<file path="src/rtl/game_ctrl_pkg.sv">
// Shared types for the round controller: states, winner codes, tick width.
// Build option GAME_CTRL_OVERTIME_EN is consumed by game_ctrl.sv.
package game_ctrl_pkg;

    typedef enum logic [1:0] {
        S_IDLE  = 2'd0,
        S_COUNT = 2'd1,
        S_PLAY  = 2'd2,
        S_OVER  = 2'd3
    } state_e;

    localparam logic [1:0] WIN_NONE = 2'b00;
    localparam logic [1:0] WIN_P1   = 2'b01;
    localparam logic [1:0] WIN_P2   = 2'b10;
    localparam logic [1:0] WIN_DRAW = 2'b11;

    localparam int TICK_W = 8;

    function automatic logic [1:0] judge(
        input logic [6:0] a,
        input logic [6:0] b
    );
        if (a > b)
            return WIN_P1;
        else if (b > a)
            return WIN_P2;
        else
            return WIN_DRAW;
    endfunction

endpackage

</file>
<file path="src/rtl/game_ctrl_sec_timer.sv">
// Frame-to-second divider; tick fires on the frame where the count wraps.
module sec_timer
    import game_ctrl_pkg::*;
#(
    parameter int FRAMES = 60
) (
    input  logic clk_i,
    input  logic rst_ni,
    input  logic clr_i,
    input  logic hold_i,
    output logic tick_o
);

    localparam logic [TICK_W-1:0] LAST = TICK_W'(FRAMES - 1);

    logic [TICK_W-1:0] cnt_q, cnt_d;

    always_comb begin
        tick_o = !clr_i && !hold_i && (cnt_q == LAST);
        cnt_d  = cnt_q;
        if (clr_i || tick_o)
            cnt_d = '0;
        else if (!hold_i)
            cnt_d = cnt_q + 1'b1;
    end

    always_ff @(posedge clk_i or negedge rst_ni) begin
        if (!rst_ni)
            cnt_q <= '0;
        else
            cnt_q <= cnt_d;
    end

endmodule

</file>
<file path="src/rtl/game_ctrl.sv">
// Round sequencer: IDLE -> COUNTDOWN -> PLAY -> OVER, all outputs registered.
// Define GAME_CTRL_OVERTIME_EN to play sudden-death overtime on a tie.
module game_ctrl
    import game_ctrl_pkg::*;
#(
    parameter int FRAMES_PER_SEC = 60,
    parameter int ROUND_SECS     = 90,
    parameter int COUNT_SECS     = 3,
    parameter int BASE_SPEED     = 3,
    parameter int MAX_SPEED      = 6,
    parameter int SPEEDUP_SECS   = 30
) (
    input  logic       FrameClk,
    input  logic       Reset_n,
    input  logic       StartKey,
    input  logic       Pause,
    input  logic [6:0] Score1,
    input  logic [6:0] Score2,
    output logic       SpawnEnable,
    output logic [2:0] Speed,
    output logic [1:0] State,
    output logic [7:0] TimeLeft,
    output logic [1:0] CountLeft,
    output logic [1:0] Winner
);

    localparam logic [7:0] ROUND_L  = 8'(ROUND_SECS);
    localparam logic [1:0] COUNT_L  = 2'(COUNT_SECS);
    localparam logic [2:0] BASE_L   = 3'(BASE_SPEED);
    localparam logic [2:0] MAX_L    = 3'(MAX_SPEED);
    localparam logic [7:0] SPD_LAST = 8'(SPEEDUP_SECS - 1);

    state_e     state_q, state_d;
    logic       ot_q, ot_d;
    logic       key_q;
    logic       spawn_q, spawn_d;
    logic [2:0] speed_q, speed_d;
    logic [7:0] time_q, time_d;
    logic [1:0] count_q, count_d;
    logic [1:0] win_q, win_d;
    logic [7:0] spd_cnt_q, spd_cnt_d;

    logic start_edge, tie, tick, clr, hold;

    assign start_edge = StartKey && !key_q;
    assign tie        = (Score1 == Score2);
    assign clr        = (state_q == S_IDLE) || (state_q == S_OVER) || ot_q;
    assign hold       = Pause && (state_q == S_PLAY) && !ot_q;

    sec_timer #(
        .FRAMES(FRAMES_PER_SEC)
    ) u_timer (
        .clk_i (FrameClk),
        .rst_ni(Reset_n),
        .clr_i (clr),
        .hold_i(hold),
        .tick_o(tick)
    );

    always_ff @(posedge FrameClk or negedge Reset_n) begin
        if (!Reset_n) begin
            state_q   <= S_IDLE;
            ot_q      <= 1'b0;
            key_q     <= 1'b1;
            spawn_q   <= 1'b0;
            speed_q   <= BASE_L;
            time_q    <= ROUND_L;
            count_q   <= COUNT_L;
            win_q     <= WIN_NONE;
            spd_cnt_q <= '0;
        end else begin
            state_q   <= state_d;
            ot_q      <= ot_d;
            key_q     <= StartKey;
            spawn_q   <= spawn_d;
            speed_q   <= speed_d;
            time_q    <= time_d;
            count_q   <= count_d;
            win_q     <= win_d;
            spd_cnt_q <= spd_cnt_d;
        end
    end

    always_comb begin
        state_d = state_q;
        ot_d    = ot_q;
        unique case (state_q)
            S_IDLE, S_OVER: begin
                if (start_edge)
                    state_d = S_COUNT;
            end
            S_COUNT: begin
                if (tick && count_q == 2'd1)
                    state_d = S_PLAY;
            end
            S_PLAY: begin
                if (ot_q) begin
                    if (!tie) begin
                        state_d = S_OVER;
                        ot_d    = 1'b0;
                    end
                end else if (tick && time_q == 8'd1) begin
`ifdef GAME_CTRL_OVERTIME_EN
                    if (tie)
                        ot_d = 1'b1;
                    else
                        state_d = S_OVER;
`else
                    state_d = S_OVER;
`endif
                end
            end
            default: state_d = S_IDLE;
        endcase
    end

    always_comb begin
        time_d    = time_q;
        count_d   = count_q;
        speed_d   = speed_q;
        spd_cnt_d = spd_cnt_q;
        win_d     = win_q;
        spawn_d   = (state_d == S_PLAY);
        unique case (state_q)
            S_IDLE, S_OVER: begin
                if (start_edge) begin
                    count_d = COUNT_L;
                    win_d   = WIN_NONE;
                end
            end
            S_COUNT: begin
                if (tick) begin
                    count_d = count_q - 2'd1;
                    if (state_d == S_PLAY) begin
                        time_d    = ROUND_L;
                        speed_d   = BASE_L;
                        spd_cnt_d = '0;
                    end
                end
            end
            S_PLAY: begin
                if (!ot_q && tick) begin
                    time_d = time_q - 8'd1;
                    // speed steps once per SPEEDUP_SECS seconds of play
                    if (spd_cnt_q == SPD_LAST) begin
                        spd_cnt_d = '0;
                        if (speed_q < MAX_L)
                            speed_d = speed_q + 3'd1;
                    end else begin
                        spd_cnt_d = spd_cnt_q + 8'd1;
                    end
                end
                if (state_d == S_OVER)
                    win_d = judge(Score1, Score2);
            end
            default: ;
        endcase
    end

    assign State       = state_q;
    assign SpawnEnable = spawn_q;
    assign Speed       = speed_q;
    assign TimeLeft    = time_q;
    assign CountLeft   = count_q;
    assign Winner      = win_q;

endmodule

</file>
<file path="config.mk">
export PLATFORM = sky130hd
export DESIGN_NAME = game_ctrl
export DESIGN_NICKNAME = d
export VERILOG_FILES = /design/src/rtl/game_ctrl_pkg.sv /design/src/rtl/game_ctrl_sec_timer.sv /design/src/rtl/game_ctrl.sv
export SDC_FILE = /design/constraint.sdc
export NUM_CORES = 1
export LEC_CHECK = 0
export CAP_MARGIN = 5
export CORE_ASPECT_RATIO = 1.75
export CORE_MARGIN = 8
export CORE_UTILIZATION = 23
export CTS_CLUSTER_SIZE = 8
export DETAILED_ROUTE_END_ITERATION = 12
export GPL_ROUTABILITY_DRIVEN = 0
export MAX_ROUTING_LAYER = met4
export PLACE_DENSITY = 0.44
export SYNTH_ARGS = -nofsm -noshare
export SYNTH_HDL_FRONTEND = slang
export SYNTH_HIERARCHICAL = 1
export SYNTH_SLANG_ARGS = --single-unit
</file>
<file path="constraint.sdc">
create_clock -name FrameClk -period 5.1 [get_ports FrameClk]
set_input_delay 0.765 -clock FrameClk [delete_from_list [all_inputs] [get_ports FrameClk]]
set_output_delay 0.765 -clock FrameClk [all_outputs]
set_load 0.01 [all_outputs]
</file>
## Yosys cells after proc, flatten, opt, wreduce, memory -nomap -nowiden

Index checks and enable logic that the tools add are counted.

- Register bits after elaboration: 36
- Latch bits: 0
- Bits in writable memories: 0
- Memory bits (read-only): 0
- Input port bits: 18
- Word-level logic and storage cells: 93
- Memories kept: 0

- Add/sub/neg operators: 5
- $mul: 0
- Divide/modulo/power cells: 0
- Magnitude comparators: 3
- Equality and inequality tests: 18
- Shift operators: 0
- Mux-type cells: 33
- Bitwise operators: 0
- Reductions and logical operators: 24

Operators by type and width:

| kind | count |
|---|---|
| $mux 8 | 9 |
| $pmux 8 s2 | 2 |
| $mux 2 | 10 |
| $add 8x1->8 const B | 2 |
| $mux 3 | 5 |
| $gt 7x7->1 | 2 |
| $eq 2x2->1 const B | 4 |
| $eq 8x1->1 const B | 1 |
| $eq 8x5->1 const B | 1 |
| $eq 8x6->1 const B | 1 |
| $logic_and 1x1->1 | 8 |
| $ne 2x1->1 const B | 4 |
| $ne 2x2->1 const B | 4 |
| $pmux 2 s2 | 2 |
| $sub 8x1->8 const B | 1 |
| $eq 7x7->1 | 1 |
| $pmux 2 s3 | 1 |
| $pmux 3 s2 | 1 |
| $reduce_and 3->1 | 2 |
| $reduce_and 6->1 | 1 |
| $reduce_bool 2->1 | 3 |
| $eq 2x1->1 const B | 2 |
| $logic_not 1->1 | 4 |
| $reduce_and 4->1 | 1 |
| 7 further kinds | 11 |

## Logic depth before layout (Yosys ltp)

- Depth in word-level cells: 14
- Gate-level depth with buffers: 16
- Gate-level depth less buffers: 14

## Modules after synthesis

The synthesis kept the hierarchy.

Modules (own cells, without submodules):

| module | instances | cells an instance | area each (um^2) | sequential area each (um^2) |
|---|---|---|---|---|
| game_ctrl | 1 | 201 | 1,893.1 | 711.9 |
| sec_timer | 1 | 39 | 425.4 | 200.2 |

## Worst setup path after synthesis

OpenSTA, ideal clock, no wires.

- Path type: reg2reg
- From: register state_q[0] (netlist: State[0])
- To: register speed_q[2] (netlist: Speed[2])
- Setup time: 0.119 ns
- Arrival: 3.507 ns
- Required time: 4.981 ns
- Slack: 1.474 ns
- Stages on the path, launching flop included: 14
- Buffers on the path: 2
- Clock period less this slack: 3.626 ns
- Cells stage by stage: dfrtp_1 -> inv_1 -> ha_1 -> or2_2 -> nor4_1 -> and4_1 -> clkbuf_1 -> nand3b_1 -> or4_4 -> a41oi_4 -> o32ai_4 -> buf_6 -> a31oi_4 -> nor2_1

- Cells in the longest elaborated chain, start to end: 13
- Elaborated cells between the ends (all ways): 31

Ends and longest elaborated chain:

| element | RTL line | source |
|---|---|---|
| from (decl) | game_ctrl.sv:33 | `state_e state_q, state_d;` |
| from (signal assigned) | game_ctrl.sv:72 | `state_q <= state_d;` |
| $eq 2x2->1 / $logic_not 2->1 (equally long branches) | game_ctrl.sv:47 | `assign clr = (state_q == S_IDLE) \|\| (state_q == S_OVER) \|\| ot_q;` |
| $logic_or 1x1->1 (*) (2 in a row) | game_ctrl.sv:47 |  |
| named net clr | game_ctrl.sv:43 | `logic start_edge, tie, tick, clr, hold;` |
| $logic_not 1->1 (*) | game_ctrl_sec_timer.sv:19 | `tick_o = !clr_i && !hold_i && (cnt_q == LAST);` |
| $logic_and 1x1->1 (*) (2 in a row) | game_ctrl_sec_timer.sv:19 |  |
| named net tick | game_ctrl.sv:43 |  |
| $logic_and 1x1->1 | game_ctrl.sv:102 | `end else if (tick && time_q == 8'd1) begin` |
| $mux 2 | game_ctrl.sv:102 |  |
| $mux 2 | game_ctrl.sv:97 | `if (ot_q) begin` |
| $pmux 2 s3 (*) | game_ctrl.sv:87 | `unique case (state_q)` |
| named net state_d[0] | game_ctrl.sv:33 |  |
| $eq 2x2->1 (*) | game_ctrl.sv:134 | `if (state_d == S_PLAY) begin` |
| $ne 2x2->1 (no line) (*) | - |  |
| $reduce_and 6->1 (no line) (*) | - |  |
| to (signal assigned) | game_ctrl.sv:76 | `speed_q <= speed_d;` |
| to (decl) | game_ctrl.sv:37 | `logic [2:0] speed_q, speed_d;` |

Mark *: on every way through the listed nets, which the timed path passes. The rest lies on a longest branch.
A chain may end at the register's enable or synchronous reset.

## Final worst setup path

- From: register state_q[0] (netlist: State[0])
- To: register spd_cnt_q[5]

- Cells in the longest elaborated chain, start to end: 13
- Elaborated cells between the ends (all ways): 29

Ends and longest elaborated chain:

| element | RTL line | source |
|---|---|---|
| $eq 2x2->1 / $logic_not 2->1 (equally long branches) | game_ctrl.sv:47 |  |
| $logic_or 1x1->1 (*) (2 in a row) | game_ctrl.sv:47 |  |
| named net clr | game_ctrl.sv:43 |  |
| $logic_not 1->1 (*) | game_ctrl_sec_timer.sv:19 |  |
| $logic_and 1x1->1 (*) (2 in a row) | game_ctrl_sec_timer.sv:19 |  |
| named net tick | game_ctrl.sv:43 |  |
| $logic_and 1x1->1 | game_ctrl.sv:102 |  |
| $mux 2 | game_ctrl.sv:102 |  |
| $mux 2 | game_ctrl.sv:97 |  |
| $pmux 2 s3 (*) | game_ctrl.sv:87 |  |
| named net state_d[0] | game_ctrl.sv:33 |  |
| $eq 2x2->1 (*) | game_ctrl.sv:134 |  |
| $ne 2x2->1 (no line) (*) | - |  |
| $reduce_and 4->1 (no line) (*) | - |  |
| to (signal assigned) | game_ctrl.sv:80 | `spd_cnt_q <= spd_cnt_d;` |
| to (decl) | game_ctrl.sv:41 | `logic [7:0] spd_cnt_q, spd_cnt_d;` |

Marked as above.

==> metrics.txt <==
# TYPE chip_impl_metric gauge
chip_impl_metric{name="worst_pin_slew",unit="ns"} 1.08
chip_impl_metric{name="final_net_count",unit=""} 309
chip_impl_metric{name="mappedNetlistArea",unit="mm2"} 0.00232
chip_impl_metric{name="die_height",unit="um"} 149
chip_impl_metric{name="setup-violations-final",unit=""} 0
chip_impl_metric{name="critical-path-max-stage-delay",unit="ns"} 0.73
chip_impl_metric{name="critPathMaxFanout",unit=""} 17
chip_impl_metric{name="groute.usage.overall",unit=""} 0.0974
chip_impl_metric{name="post-cts-setup-buffer-count",unit=""} 0
chip_impl_metric{name="drt_pass1_iterations",unit=""} 4
chip_impl_info{name="cts_tree",value="yes"} 1
chip_impl_metric{name="area.growth.synth_to_final",unit="%"} 26.3
chip_impl_metric{name="antenna_cells",unit=""} 0
chip_impl_metric{name="yosysWarnings",unit=""} 6
chip_impl_metric{name="portBuffers",unit=""} 35
chip_impl_info{name="critical-path-top-delay-family",value="compound AO/OA/AOI/OAI gates"} 1
chip_impl_metric{name="share_of_the_clock_period_used_by_the_worst_path",unit=""} 0.820
chip_impl_metric{name="fp.coreArea",unit="mm2"} 0.00985
chip_impl_metric{name="drt-total-wl",unit="um"} 6170
chip_impl_info{name="setup_repair_after_global_routing_missed_its_margin",value="false"} 1
chip_impl_metric{name="placement_rows",unit=""} 48
chip_impl_metric{name="clk_latency",unit="ns"} 0.28
chip_impl_metric{name="gr-total-overflow",unit=""} 0
chip_impl_metric{name="timing_hold_violations_final",unit=""} 0
chip_impl_metric{name="route.vias.total",unit=""} 1930
chip_impl_metric{name="grt_first_pass_wirelength",unit="um"} 10100
chip_impl_metric{name="leakagePower",unit="nW"} 1.18
chip_impl_info{name="run_status",value="finished, final reports clean"} 1
chip_impl_metric{name="place_inst",unit=""} 393
chip_impl_metric{name="via_count_of_the_first_global_routing_pass",unit=""} 2015
chip_impl_metric{name="worst-endpoint-arrival",unit="ns"} 4.36
chip_impl_metric{name="io-pin-count",unit=""} 36
chip_impl_metric{name="synth-edff-count",unit=""} 0
chip_impl_info{name="root_buffer",value="sky130_fd_sc_hd__clkbuf_16"} 1
chip_impl_metric{name="clk_pin_slew_worst_paths",unit="ns"} 0.06
chip_impl_metric{name="final_routed_drc_violation_total",unit=""} 0
chip_impl_metric{name="critical_path.n_buffers_inverters",unit=""} 1
chip_impl_metric{name="antenna_found_initial",unit=""} 0
chip_impl_metric{name="detailed_route_vias_per_instance",unit=""} 4.81
chip_impl_info{name="path_type_of_the_worst_min_delay_path",value="reg2reg"} 1
chip_impl_metric{name="synth_fp_nets",unit=""} 274
chip_impl_metric{name="slew_viol_final",unit=""} 0
chip_impl_metric{name="clock_tree.htree_level_count",unit=""} 2
chip_impl_metric{name="resized_gates_after_cts",unit=""} 0
chip_impl_metric{name="detail-route-antenna-nets",unit=""} 0
chip_impl_info{name="crit_path_top_delay_cell",value="sky130_fd_sc_hd__o32ai_4"} 1
chip_impl_metric{name="relSlewSlack",unit=""} 0.273
chip_impl_metric{name="dp.final_hpwl",unit="um"} 4560
chip_impl_metric{name="synth-seq-area-share",unit=""} 0.393
chip_impl_info{name="cp-start-kind",value="flip-flop"} 1
chip_impl_metric{name="die_w",unit="um"} 91.9
chip_impl_metric{name="final.setup.tns",unit="ns"} 0
chip_impl_metric{name="timing.hold.ws",unit="ns"} 0.514
chip_impl_metric{name="ctsHoldBuffers",unit=""} 0
chip_impl_metric{name="count_of_cell_instances_traversed_by_the_critical_path",unit=""} 11
chip_impl_metric{name="routedWlPerCell",unit="um"} 15.4
chip_impl_metric{name="postSynthCellCount",unit=""} 240
chip_impl_metric{name="timing.reg2reg.setup_slack",unit="ns"} 0.92
chip_impl_metric{name="required",unit="ns"} 5.28
chip_impl_metric{name="instances_no_fill",unit=""} 401
chip_impl_metric{name="clock.fmax",unit="MHz"} 239
chip_impl_metric{name="floorplan.die_area",unit="mm2"} 0.0137
chip_impl_metric{name="cts_sinks",unit=""} 36
chip_impl_metric{name="async_reset_ff_frac",unit=""} 1.00
chip_impl_metric{name="netlist-cell-type-count",unit=""} 59
chip_impl_metric{name="cts_max_path_buffers",unit=""} 2
chip_impl_metric{name="initial_utilization",unit=""} 0.235
chip_impl_info{name="crit_chain",value="inv_1 -> ha_1 -> or2_2 -> nor4_1 -> and4_1 -> a21boi_0 -> o21ai_0 -> a41oi_4 -> o32ai_4 -> nand3_2 -> o41ai_1"} 1
chip_impl_metric{name="grt_max_degree",unit=""} 37
chip_impl_info{name="worst_setup_path_end_kind",value="flip-flop"} 1
chip_impl_metric{name="worstHoldPathCells",unit=""} 1
chip_impl_metric{name="power.density",unit="mW/mm2"} 278
chip_impl_metric{name="fin_worst_skew",unit="ns"} 0.00490
chip_impl_metric{name="drv_cap",unit=""} 0
chip_impl_metric{name="cts_made_buffers",unit=""} 5
chip_impl_metric{name="layout-drive-gt1-share",unit=""} 0.109
chip_impl_metric{name="post_synth.cell_area_avg",unit="um2"} 9.66
chip_impl_metric{name="ir_worst_vdd",unit="uV"} 115
chip_impl_info{name="critPathKind",value="reg2reg"} 1
chip_impl_metric{name="final_period_minus_worst_setup_slack",unit="ns"} 4.18
chip_impl_metric{name="rr_worst_depth",unit=""} 11
chip_impl_metric{name="final_core_utilization",unit=""} 0.297
chip_impl_metric{name="dr.first_iter.drc_count",unit=""} 74
chip_impl_metric{name="synth-seq-cells",unit=""} 36
chip_impl_info{name="yosys_most_used_dff",value="sky130_fd_sc_hd__dfrtp_1"} 1
[kinds of logic after synthesis]
| kind of cell | share of synthesized area |
|---|---|
| flip-flops | 0.393 |
| multiplexers | 0.0135 |
| buffers and inverters | 0.0491 |
| AO/OA/AOI/OAI | 0.213 |
| AND/OR/NAND/NOR | 0.234 |
| adder cells (fa/ha/maj) | 0.0863 |
| XOR/XNOR | 0.0113 |
[power by group]
group,leakage [nW],internal (mW),switching [mW]
clock,0.0712,0.195,0.121
combinational,0.671,0.0743,0.101
sequential,0.440,0.301,0.0218
[flip-flops by register name, indices dropped and copies added, names as in the netlist]
signal,cells
CountLeft,2
SpawnEnable,1
Speed,3
State,2
TimeLeft,8
Winner,2
key_q,1
ot_q,1
spd_cnt_q,8
u_timer/cnt_q,8
[per-layer routing]
metal | GRT usage | vias up | share of wire
li1 | - | 967 | -
met1 | 0.0925 | 929 | 0.40
met2 | 0.182 | 28 | 0.56
met3 | 0.0156 | 6 | 0.023
met4 | 0.0511 | 0 | 0.023
met5 | - | - | 0
[cell type report]
type	instances	area, um2
clock buffers	8	146
fillers	1069	6920
inverters	18	67.6
multi-input cells	178	1290
flip-flops and latches	36	912
well taps	125	156
repair buffers	36	353
[Yosys cell counts (4+ instances only)]
cell	number	area (um2)
sky130_fd_sc_hd__a21oi_1	6	30.0
sky130_fd_sc_hd__clkbuf_1	5	18.8
sky130_fd_sc_hd__dfrtp_1	27	676
sky130_fd_sc_hd__dfstp_2	9	236
sky130_fd_sc_hd__ha_1	16	200
sky130_fd_sc_hd__inv_1	17	63.8
sky130_fd_sc_hd__nand2_1	15	56.3
sky130_fd_sc_hd__nand2b_1	9	56.3
sky130_fd_sc_hd__nand3_1	8	40.0
sky130_fd_sc_hd__nand4_1	7	43.8
sky130_fd_sc_hd__nor2_1	19	71.3
sky130_fd_sc_hd__nor2b_1	7	43.8
sky130_fd_sc_hd__nor4_1	4	25.0
sky130_fd_sc_hd__o211ai_1	4	30.0
sky130_fd_sc_hd__o21ai_0	15	75.1
sky130_fd_sc_hd__o21ai_1	4	20.0
[cells in the final DEF, fill, tap and decap left out, drive strengths merged, types with 2 or more instances in the layout]
cell	instances
a211oi	3
o21ai	19
o31ai	3
dfrtp	27
nor3	3
nand4	7
and4	2
o211ai	4
a221oi	2
or3	3
or4	2
clkdlybuf4s50	34
nor2	19
a21boi	2
o311a	3
inv	17
a31oi	3
mux2i	2
a21oi	6
o311ai	2
nor4	4
nand2	15
nand4b	4
clkbuf	8
and3	3
buf	2
nand3	9
nand2b	9
o21a	3
nand3b	2
ha	16
nor2b	7
xor2	2
a311oi	3
dfstp	9
[per-stage QoR]
stage / total power, mW / area [um2] / setup WS, ns
2_1_floorplan: 0.445 / 2320 / 1.47
3_3_place_gp: 0.503 / 2780 / 0.963
3_5_place_dp: 0.507 / 2780 / 0.872
4_1_cts: 0.832 / 2930 / 0.857
5_1_grt: 0.862 / 2930 / 0.410
6_report: 0.814 / 2930 / 0.917
[worst paths after layout]
path                         startpoint            to
max in group asynchronous       Reset_n     Winner[0]
max                            State[0]  spd_cnt_q[5]
min in group asynchronous       Reset_n   TimeLeft[5]
max reg2reg                    State[0]  spd_cnt_q[5]
min reg2reg                spd_cnt_q[7]  spd_cnt_q[7]
min                        spd_cnt_q[7]  spd_cnt_q[7]
Note: power is estimated with default switching activity, not from simulation.
